==> src/rtl/mac_feed_pkg.sv <==
// Shared types and constants for the MAC operand feeder.
package mac_feed_pkg;

    localparam int unsigned OP_W    = 8;
    localparam int unsigned STALL_W = 8;

    typedef enum logic [1:0] {
        IDLE,
        ISSUE,
        WAIT,
        DONE
    } feed_state_t;

    typedef struct packed {
        logic            last;
        logic [OP_W-1:0] b;
        logic [OP_W-1:0] a;
    } feed_entry_t;

endpackage

==> src/rtl/mac_operand_feeder_if.sv <==
// Upstream pair stream plus MAC issue/completion signals for the operand feeder.
interface mac_operand_feeder_if
    import mac_feed_pkg::*;
#(
    parameter int unsigned CNT_W = 4
);
    logic             in_valid;
    logic             in_ready;
    logic [OP_W-1:0]  in_a;
    logic [OP_W-1:0]  in_b;
    logic             in_last;
    logic             mac_finish;
    logic [OP_W-1:0]  op_a;
    logic [OP_W-1:0]  op_b;
    logic             mac_start;
    logic             busy;
    logic             vec_done;
    logic [CNT_W-1:0] pair_count;

    // Environment side: upstream producer and MAC controller.
    modport master (
        output in_valid, in_a, in_b, in_last, mac_finish,
        input  in_ready, op_a, op_b, mac_start, busy, vec_done, pair_count
    );

    // Feeder side.
    modport slave (
        input  in_valid, in_a, in_b, in_last, mac_finish,
        output in_ready, op_a, op_b, mac_start, busy, vec_done, pair_count
    );

endinterface

==> src/rtl/feeder_fifo.sv <==
// Pair FIFO for the operand feeder: DEPTH entries, pointers carry an extra wrap bit.
module feeder_fifo
    import mac_feed_pkg::*;
#(
    parameter int unsigned DEPTH = 4
) (
    input  logic        clk,
    input  logic        rst_n,
    input  logic        push,
    input  logic        pop,
    input  feed_entry_t wdata,
    output feed_entry_t rdata,
    output logic        full,
    output logic        empty
);

    localparam int unsigned AW = $clog2(DEPTH);

    logic [AW:0] wptr_q, wptr_d;
    logic [AW:0] rptr_q, rptr_d;
    feed_entry_t mem_q [DEPTH];
    feed_entry_t mem_d [DEPTH];
    logic        do_push;
    logic        do_pop;

    assign full    = (wptr_q[AW] != rptr_q[AW]) && (wptr_q[AW-1:0] == rptr_q[AW-1:0]);
    assign empty   = (wptr_q == rptr_q);
    assign do_push = push && !full;
    assign do_pop  = pop && !empty;
    assign rdata   = mem_q[rptr_q[AW-1:0]];

    always_comb begin
        mem_d  = mem_q;
        wptr_d = wptr_q;
        rptr_d = rptr_q;
        if (do_push) begin
            mem_d[wptr_q[AW-1:0]] = wdata;
            wptr_d                = wptr_q + 1'b1;
        end
        if (do_pop) begin
            rptr_d = rptr_q + 1'b1;
        end
    end

    always_ff @(posedge clk or negedge rst_n) begin
        if (!rst_n) begin
            wptr_q <= '0;
            rptr_q <= '0;
            for (int i = 0; i < DEPTH; i++) begin
                mem_q[i] <= '0;
            end
        end else begin
            wptr_q <= wptr_d;
            rptr_q <= rptr_d;
            mem_q  <= mem_d;
        end
    end

endmodule

==> src/rtl/mac_operand_feeder.sv <==
// Buffers operand pairs and issues them one at a time to the MAC, tracking vector ends.
// Optional sticky protocol error output enabled by defining MAC_FEED_ERR_EN.
module mac_operand_feeder
    import mac_feed_pkg::*;
#(
    parameter int unsigned DEPTH = 4,
    parameter int unsigned CNT_W = 4
) (
    input  logic                 clk,
    input  logic                 rst_n,
    mac_operand_feeder_if.slave  bus
`ifdef MAC_FEED_ERR_EN
    ,
    output logic                 err
`endif
);

    feed_state_t      state_q, state_d;
    logic [OP_W-1:0]  op_a_q, op_a_d;
    logic [OP_W-1:0]  op_b_q, op_b_d;
    logic             last_q, last_d;
    logic             mac_start_q, mac_start_d;
    logic             busy_q, busy_d;
    logic             vec_done_q, vec_done_d;
    logic [CNT_W-1:0] pair_count_q, pair_count_d;

    feed_entry_t      wr_entry;
    feed_entry_t      head;
    logic             fifo_full;
    logic             fifo_empty;
    logic             fifo_push;
    logic             fifo_pop;

    assign wr_entry  = '{last: bus.in_last, b: bus.in_b, a: bus.in_a};
    assign fifo_push = bus.in_valid && !fifo_full;
    assign fifo_pop  = (state_q == ISSUE);

    feeder_fifo #(
        .DEPTH (DEPTH)
    ) u_fifo (
        .clk   (clk),
        .rst_n (rst_n),
        .push  (fifo_push),
        .pop   (fifo_pop),
        .wdata (wr_entry),
        .rdata (head),
        .full  (fifo_full),
        .empty (fifo_empty)
    );

    // Operands are captured from the head on the edge entering ISSUE; the pop
    // itself retires the entry on the edge leaving ISSUE.
    always_comb begin
        state_d      = state_q;
        op_a_d       = op_a_q;
        op_b_d       = op_b_q;
        last_d       = last_q;
        mac_start_d  = 1'b0;
        vec_done_d   = 1'b0;
        pair_count_d = pair_count_q;

        unique case (state_q)
            IDLE: begin
                if (!fifo_empty) begin
                    state_d     = ISSUE;
                    op_a_d      = head.a;
                    op_b_d      = head.b;
                    last_d      = head.last;
                    mac_start_d = 1'b1;
                    if (pair_count_q != {CNT_W{1'b1}}) begin
                        pair_count_d = pair_count_q + 1'b1;
                    end
                end
            end
            ISSUE: begin
                state_d = WAIT;
            end
            WAIT: begin
                if (bus.mac_finish) begin
                    state_d    = last_q ? DONE : IDLE;
                    vec_done_d = last_q;
                end
            end
            DONE: begin
                state_d      = IDLE;
                pair_count_d = '0;
            end
            default: begin
                state_d = IDLE;
            end
        endcase

        busy_d = (state_d == ISSUE) || (state_d == WAIT);
    end

    always_ff @(posedge clk or negedge rst_n) begin
        if (!rst_n) begin
            state_q      <= IDLE;
            op_a_q       <= '0;
            op_b_q       <= '0;
            last_q       <= 1'b0;
            mac_start_q  <= 1'b0;
            busy_q       <= 1'b0;
            vec_done_q   <= 1'b0;
            pair_count_q <= '0;
        end else begin
            state_q      <= state_d;
            op_a_q       <= op_a_d;
            op_b_q       <= op_b_d;
            last_q       <= last_d;
            mac_start_q  <= mac_start_d;
            busy_q       <= busy_d;
            vec_done_q   <= vec_done_d;
            pair_count_q <= pair_count_d;
        end
    end

    assign bus.in_ready   = !fifo_full;
    assign bus.op_a       = op_a_q;
    assign bus.op_b       = op_b_q;
    assign bus.mac_start  = mac_start_q;
    assign bus.busy       = busy_q;
    assign bus.vec_done   = vec_done_q;
    assign bus.pair_count = pair_count_q;

`ifdef MAC_FEED_ERR_EN
    logic [STALL_W-1:0] stall_cnt_q, stall_cnt_d;
    logic               err_q, err_d;
    logic               stall;

    assign stall = bus.in_valid && fifo_full;

    // Error fires on the 256th consecutive stalled cycle.
    always_comb begin
        stall_cnt_d = '0;
        if (stall) begin
            stall_cnt_d = (stall_cnt_q == {STALL_W{1'b1}}) ? stall_cnt_q : stall_cnt_q + 1'b1;
        end
        err_d = err_q
              || (bus.mac_finish && (state_q != WAIT))
              || (stall && (stall_cnt_q == {STALL_W{1'b1}}));
    end

    always_ff @(posedge clk or negedge rst_n) begin
        if (!rst_n) begin
            stall_cnt_q <= '0;
            err_q       <= 1'b0;
        end else begin
            stall_cnt_q <= stall_cnt_d;
            err_q       <= err_d;
        end
    end

    assign err = err_q;
`endif

endmodule

==> src/flat_wrapper.sv <==
// flat-port wrapper written by rule: the top's interface ports become plain ports
module mac_operand_feeder_flat import mac_feed_pkg::*;
#(
    parameter int unsigned DEPTH = 4,
    parameter int unsigned CNT_W = 4
)
  (clk, rst_n, bus_in_valid, bus_in_a, bus_in_b, bus_in_last, bus_mac_finish, bus_in_ready, bus_op_a, bus_op_b, bus_mac_start, bus_busy, bus_vec_done, bus_pair_count);
  mac_operand_feeder_if #(.CNT_W(CNT_W)) bus_i ();
  input  logic clk;
  input  logic rst_n;
  input wire logic [$bits(bus_i.in_valid)-1:0] bus_in_valid;
  input wire logic [$bits(bus_i.in_a)-1:0] bus_in_a;
  input wire logic [$bits(bus_i.in_b)-1:0] bus_in_b;
  input wire logic [$bits(bus_i.in_last)-1:0] bus_in_last;
  input wire logic [$bits(bus_i.mac_finish)-1:0] bus_mac_finish;
  output wire logic [$bits(bus_i.in_ready)-1:0] bus_in_ready;
  output wire logic [$bits(bus_i.op_a)-1:0] bus_op_a;
  output wire logic [$bits(bus_i.op_b)-1:0] bus_op_b;
  output wire logic [$bits(bus_i.mac_start)-1:0] bus_mac_start;
  output wire logic [$bits(bus_i.busy)-1:0] bus_busy;
  output wire logic [$bits(bus_i.vec_done)-1:0] bus_vec_done;
  output wire logic [$bits(bus_i.pair_count)-1:0] bus_pair_count;
  assign bus_i.in_valid = bus_in_valid;
  assign bus_i.in_a = bus_in_a;
  assign bus_i.in_b = bus_in_b;
  assign bus_i.in_last = bus_in_last;
  assign bus_i.mac_finish = bus_mac_finish;
  assign bus_in_ready = bus_i.in_ready;
  assign bus_op_a = bus_i.op_a;
  assign bus_op_b = bus_i.op_b;
  assign bus_mac_start = bus_i.mac_start;
  assign bus_busy = bus_i.busy;
  assign bus_vec_done = bus_i.vec_done;
  assign bus_pair_count = bus_i.pair_count;
  mac_operand_feeder #(.DEPTH(DEPTH), .CNT_W(CNT_W)) u_core (.clk(clk), .rst_n(rst_n), .bus(bus_i));
endmodule
==> config.mk <==
export PLATFORM = sky130hd
export DESIGN_NAME = mac_operand_feeder_flat
export DESIGN_NICKNAME = d
export VERILOG_FILES = /design/src/rtl/mac_feed_pkg.sv /design/src/rtl/mac_operand_feeder_if.sv /design/src/rtl/feeder_fifo.sv /design/src/rtl/mac_operand_feeder.sv /design/src/flat_wrapper.sv
export SDC_FILE = /design/constraint.sdc
export NUM_CORES = 1
export LEC_CHECK = 0
export ABC_CLOCK_PERIOD_IN_PS = 6200
export CAP_MARGIN = 20
export CORE_MARGIN = 3
export CORE_UTILIZATION = 40
export DETAILED_ROUTE_END_ITERATION = 8
export SLEW_MARGIN = 15
export SYNTH_ARGS = -nofsm -noshare
export SYNTH_HDL_FRONTEND = slang
export SYNTH_SLANG_ARGS = --single-unit
export TNS_END_PERCENT = 1
==> constraint.sdc <==
create_clock -name clk -period 6.2 [get_ports clk]
set_input_delay 1.24 -clock clk [delete_from_list [all_inputs] [get_ports clk]]
set_output_delay 1.24 -clock clk [all_outputs]
set_load 0.02 [all_outputs]
Word-level counts from Yosys, hierarchy flattened --
Cells that the tools add are included.
Word-level totals: register bits 100, input port bits 21, output and inout port bits 24
Operators by class: mux-type cells 17, equal/unequal tests 11, bitwise operators 3, add/sub/neg operators 3, $lt $le $gt $ge 3, reduce and logical (&&, ||, !) cells 12
Operators with widths (number):
- 68-bit bitwise mux | 1
- 17-bit 2-to-1 mux | 3
- 17-bit binary-select mux with 2-bit select | 1
- 17-bit demux with 2-bit select | 1
- 4-bit 2-to-1 mux | 2
- 2-bit case mux with 4 select lines | 1
- 4-bit case mux with 2 select lines | 1
- 3-bit by 1-bit adder with 3-bit output, second input constant | 2
- 2-bit equality test, second input constant | 3
- 3-bit >= comparator, second input constant | 2
- 2-bit 2-to-1 mux | 3
- 2-bit inverter with 3-bit output | 2
- 1-bit logical AND | 5
- 4-bit by 1-bit adder with 4-bit output, second input constant | 1
- 2-bit by 1-bit equality test with 1-bit output, second input constant | 2
- 1-bit 2-to-1 mux | 4
- 4-bit != test, second input constant | 1
- 3-bit equality test | 1
- 3-bit by 1-bit < comparator with 1-bit output, second input constant | 1
- 3-bit AND reduction | 1
- 2-bit equality test | 1
- 1-bit zero test | 2
- 2-bit zero test | 1
- 2-bit by 1-bit != test with 1-bit output, second input constant | 1
- 6 further kinds | 6

Logic depth before layout (Yosys ltp) --
depth in word-level cells 6, mapped depth 7, mapped depth without buffers 7

Modules after synthesis --
A second synthesis with hierarchy kept.
Unflattened totals: cells, all modules 289, area, all modules 4762.1 um^2
Modules (own cells, without submodules):
- feeder_fifo | sequential area each 1851.8 um^2, area each 3595.9 um^2, cells an instance 207, instances 1
- mac_operand_feeder | sequential area each 650.6 um^2, area each 1166.1 um^2, cells an instance 82, instances 1

Least setup slack after synthesis --
No wires, ideal clock.
kind flip-flop to output port, from register u_core.u_fifo.rptr_q[1], to output port bus_in_ready, required time 4.960 ns, slack 3.869 ns, arrival 1.091 ns, stages on the path, launching flop included 5, buffers on the path 1, cell sequence dfrtp_1 > buf_4 > xor2_1 > nor2_1 > nand2_1
On the way: longest elaborated chain between the ends 3
Ends and longest elaborated chain:
- from (decl) | line feeder_fifo.sv:20 | logic [AW:0] rptr_q, rptr_d;
- from (signal assigned) | line feeder_fifo.sv:54 | rptr_q <= rptr_d;
- 2-bit equality test | line feeder_fifo.sv:26 | assign full = (wptr_q[AW] != rptr_q[AW]) && (wptr_q[AW-1:0] == rptr_q[AW-1:0]);
- 1-bit logical AND | line feeder_fifo.sv:26
- 1-bit zero test | line mac_operand_feeder.sv:118 | assign bus.in_ready = !fifo_full;
- to (decl) | line flat_wrapper.sv:16 | output wire logic [$bits(bus_i.in_ready)-1:0] bus_in_ready;
No other way between the ends.

Final worst setup path --
Same ends and word-level chain as after synthesis.

==> metrics.yaml <==
clocking:
  post_cts_buffers: 0
  clk_pin_slew_ps: 60
  htreeDepth: 3
  clockBufferDepth: 2
  cts_root_buf: "clkbuf_16"
  clock_sinks: 100
  hold_buffers: 0
  cts_buffers: 9
  worstSkewPairLatency_ps: 340
  cts_tree: "yes"
  post_cts_resized: 0
floorplanning:
  core_um2: 11000
  die_x_um: 113
  initial_utilization_pct: 41.8
  die_area_um2: 12900
  num_rows: 38
  boundaryPins: 45
  die_h_um: 113
timing:
  fin_crit_ps: 3640
  setup_tns_ps: 0
  hold_viol: 0
  fin_ws_ps: 2560
  relSlewSlack_pct: 34.2
  report.final.slew_viol_count: 0
  period_share_pct: 58.8
  fin_skew_ps: 10.6
  setup_violations: 0
  max_freq_mhz: 274
  worst_slew_pin_slew_ps: 987
  rsz0062_at_grt: "no"
yosys:
  synth_top_cell_by_area: "dfrtp_1"
  ys_top_cells_by_count: "100 x dfrtp_1, 47 x mux2_2, 39 x mux2_4, 17 x mux4_2, 11 x ha_1"
  synth_top_area_share_pct: 54.3
  synth.distinct_cells: 35
  synth-seq-cells: 100
  synth_area_leaders: "dfrtp_1 54%, mux2_4 13%, mux2_2 11%"
  netlist_instances: 285
  synth_fp_nets: 317
  synth_edf_count: 0
  synth.cell_area_um2: 4610
  synth_ff_type: "dfrtp_1"
  avgSynthCellArea_um2: 16.2
  synth_warnings: 0
  ys_seq_area_share_pct: 54.3
  synthArstFlopShare_pct: 100
  yosysMostFrequentCell: "dfrtp_1"
place:
  port_buffers: 44
  post-dp-hpwl_mm: 5.00
  place_inst: 461
  dp_slack_ps: 2860
  placed_area_um2: 5150
  place_congestion: 0.712
global_route:
  grt_pass1_vias: 2653
  use_met3_pct: 4.56
  antenna_found_initial: 0
  grt_pass1_wl_mm: 13.8
  globalRouteOverflowTotal: 0
  grt_max_degree: 66
  grt_usage_pct: 13.8
  grt_most_used_layer: "met2"
  grt_util_met2_pct: 21.5
  gr-usage-met1_pct: 18.9
setup_path:
  cpLargestDelayFamily: "flip-flops"
  worstPathArrival_ps: 2400
  crit_cells: 4
  critical_path.max_stage_delay_ps: 990
  crit_slowest_cell: "dfrtp_1"
  reg2reg_slack_ps: 3500
  critPathMaxFanout: 20
  worstSetupStartpointType: "flop"
  r2r_start: "u_core.u_fifo.rptr_q[1]$_DFFE_PN0P_"
  required_ps: 4960
  crit_type: "reg2out"
  cp-end-kind: "primary output"
  path_buf_inv: 1
  crit_chain: "xor2_1 > nor2_1 > nand2_1 > clkdlybuf4s50_1"
  rr_worst_depth: 4
  r2r-end: "u_core.bus.op_b[7]$_DFFE_PN0P_"
routing:
  ant_nets: 0
  wire_per_inst_um: 16.9
  vias_per_cell: 5.07
  vias: 2419
  drc_errors: 0
  firstDrtPassIters: 4
  drt_iter0_markers: 72
  drt_wl_total_mm: 8.05
hold_path:
  min_path_type: "reg2reg"
  hold_depth: 1
  holdPathEnd: "u_core.u_fifo.wptr_q[2]$_DFFE_PN0P_"
  hp-start: "u_core.u_fifo.wptr_q[2]$_DFFE_PN0P_"
status:
  status: "finished clean"
cells_and_area:
  antenna_cells: 0
  drive_gt1_share_pct: 38.9
  stdcell_count: 477
  area_growth_pct: 18.7
  utilization_pct: 49.6
  nets: 364
  finalInstanceArea_um2: 5470
power:
  vdd_drop_max_mv: 0.285
  power_density_nw_per_um2: 595
  leakage_nw: 2.48
run:
  max_cap_violations: 0
power by group:
group | internal, mW | total, mW | switching [mW]
registers | 0.995 | 1.20 | 0.210
logic | 0.877 | 1.47 | 0.588
clock network | 0.356 | 0.584 | 0.228
state kept, by name, summed over array words and instances (netlist names):
name                   count
u_core.u_fifo.mem_q       68
u_core.bus.op_a            8
u_core.bus.op_b            8
u_core.bus.pair_count      4
u_core.u_fifo.rptr_q       3
u_core.u_fifo.wptr_q       3
u_core.state_q             2
u_core.bus.busy            1
u_core.bus.mac_start       1
u_core.bus.vec_done        1
u_core.last_q              1
routing by layer:
metal | wire [µm] | up-vias | share of wire [%]
met3 | 330 | 5 | 4.1
met1 | 3910 | 1247 | 49
li1 | - | 1125 | -
met5 | 0 | - | 0
met2 | 3750 | 42 | 47
met4 | 50 | 0 | 0.62
worst reg2reg max path: stages (launching register included):
cell and delay, ps:
dfrtp_1 990, xor2_1 180, or3_1 520, nand2_2 480
mux2_2 400
how the worst max path moves through the flow:
stage | start | end | slack (ps)
detailed placement | u_core.u_fifo.rptr_q[1]$_DFFE_PN0P_ | bus_in_ready | 2860
CTS | u_core.u_fifo.rptr_q[1]$_DFFE_PN0P_ | bus_in_ready | 2490
global placement | u_core.u_fifo.rptr_q[1]$_DFFE_PN0P_ | bus_in_ready | 2900
global route | u_core.u_fifo.rptr_q[1]$_DFFE_PN0P_ | bus_in_ready | 2430
floorplan | u_core.u_fifo.rptr_q[1]$_DFFE_PN0P_ | bus_in_ready | 3870
finish | u_core.u_fifo.rptr_q[1]$_DFFE_PN0P_ | bus_in_ready | 2560
layout make-up:
| cell class | count | area (µm²) |
|---|---|---|
| Clock inverter | 3 | 42.5 |
| Inverter | 6 | 22.5 |
| Tap cell | 140 | 175 |
| Multi-Input combinational cell | 169 | 2000 |
| Clock buffer | 13 | 280 |
| Fill cell | 968 | 5560 |
| Timing Repair Buffer | 46 | 453 |
| Sequential cell | 100 | 2500 |
layout by cell type (no fill, tap or decap), drive strengths merged, types with 2 or more instances in the layout:
cell           instances
dfrtp                100
mux2                  86
clkdlybuf4s50         43
mux4                  17
nand2                 15
clkbuf                13
ha                    11
o21ai                  9
inv                    6
xor2                   4
nor2                   4
xnor2                  4
nand3                  3
buf                    3
a21boi                 2
through the flow:
stage,power (mW),hold slack (ps)
3_3_place_gp,2.67,482
3_5_place_dp,2.70,483
4_1_cts,3.31,496
6_report,3.25,488
2_1_floorplan,2.33,464
5_1_grt,3.47,520
cells by family after synthesis:
group                    Yosys count  synth area share, %
AO/OA/AOI/OAI                     17                 2.66
XOR/XNOR                           8                 1.52
adder cells (fa/ha/maj)           11                 2.98
buffers and inverters             16                 2.41
flip-flops                       100                 54.3
multiplexers                     103                 32.5
AND/OR/NAND/NOR                   30                 3.69
Power figures use the tool's default switching activity.
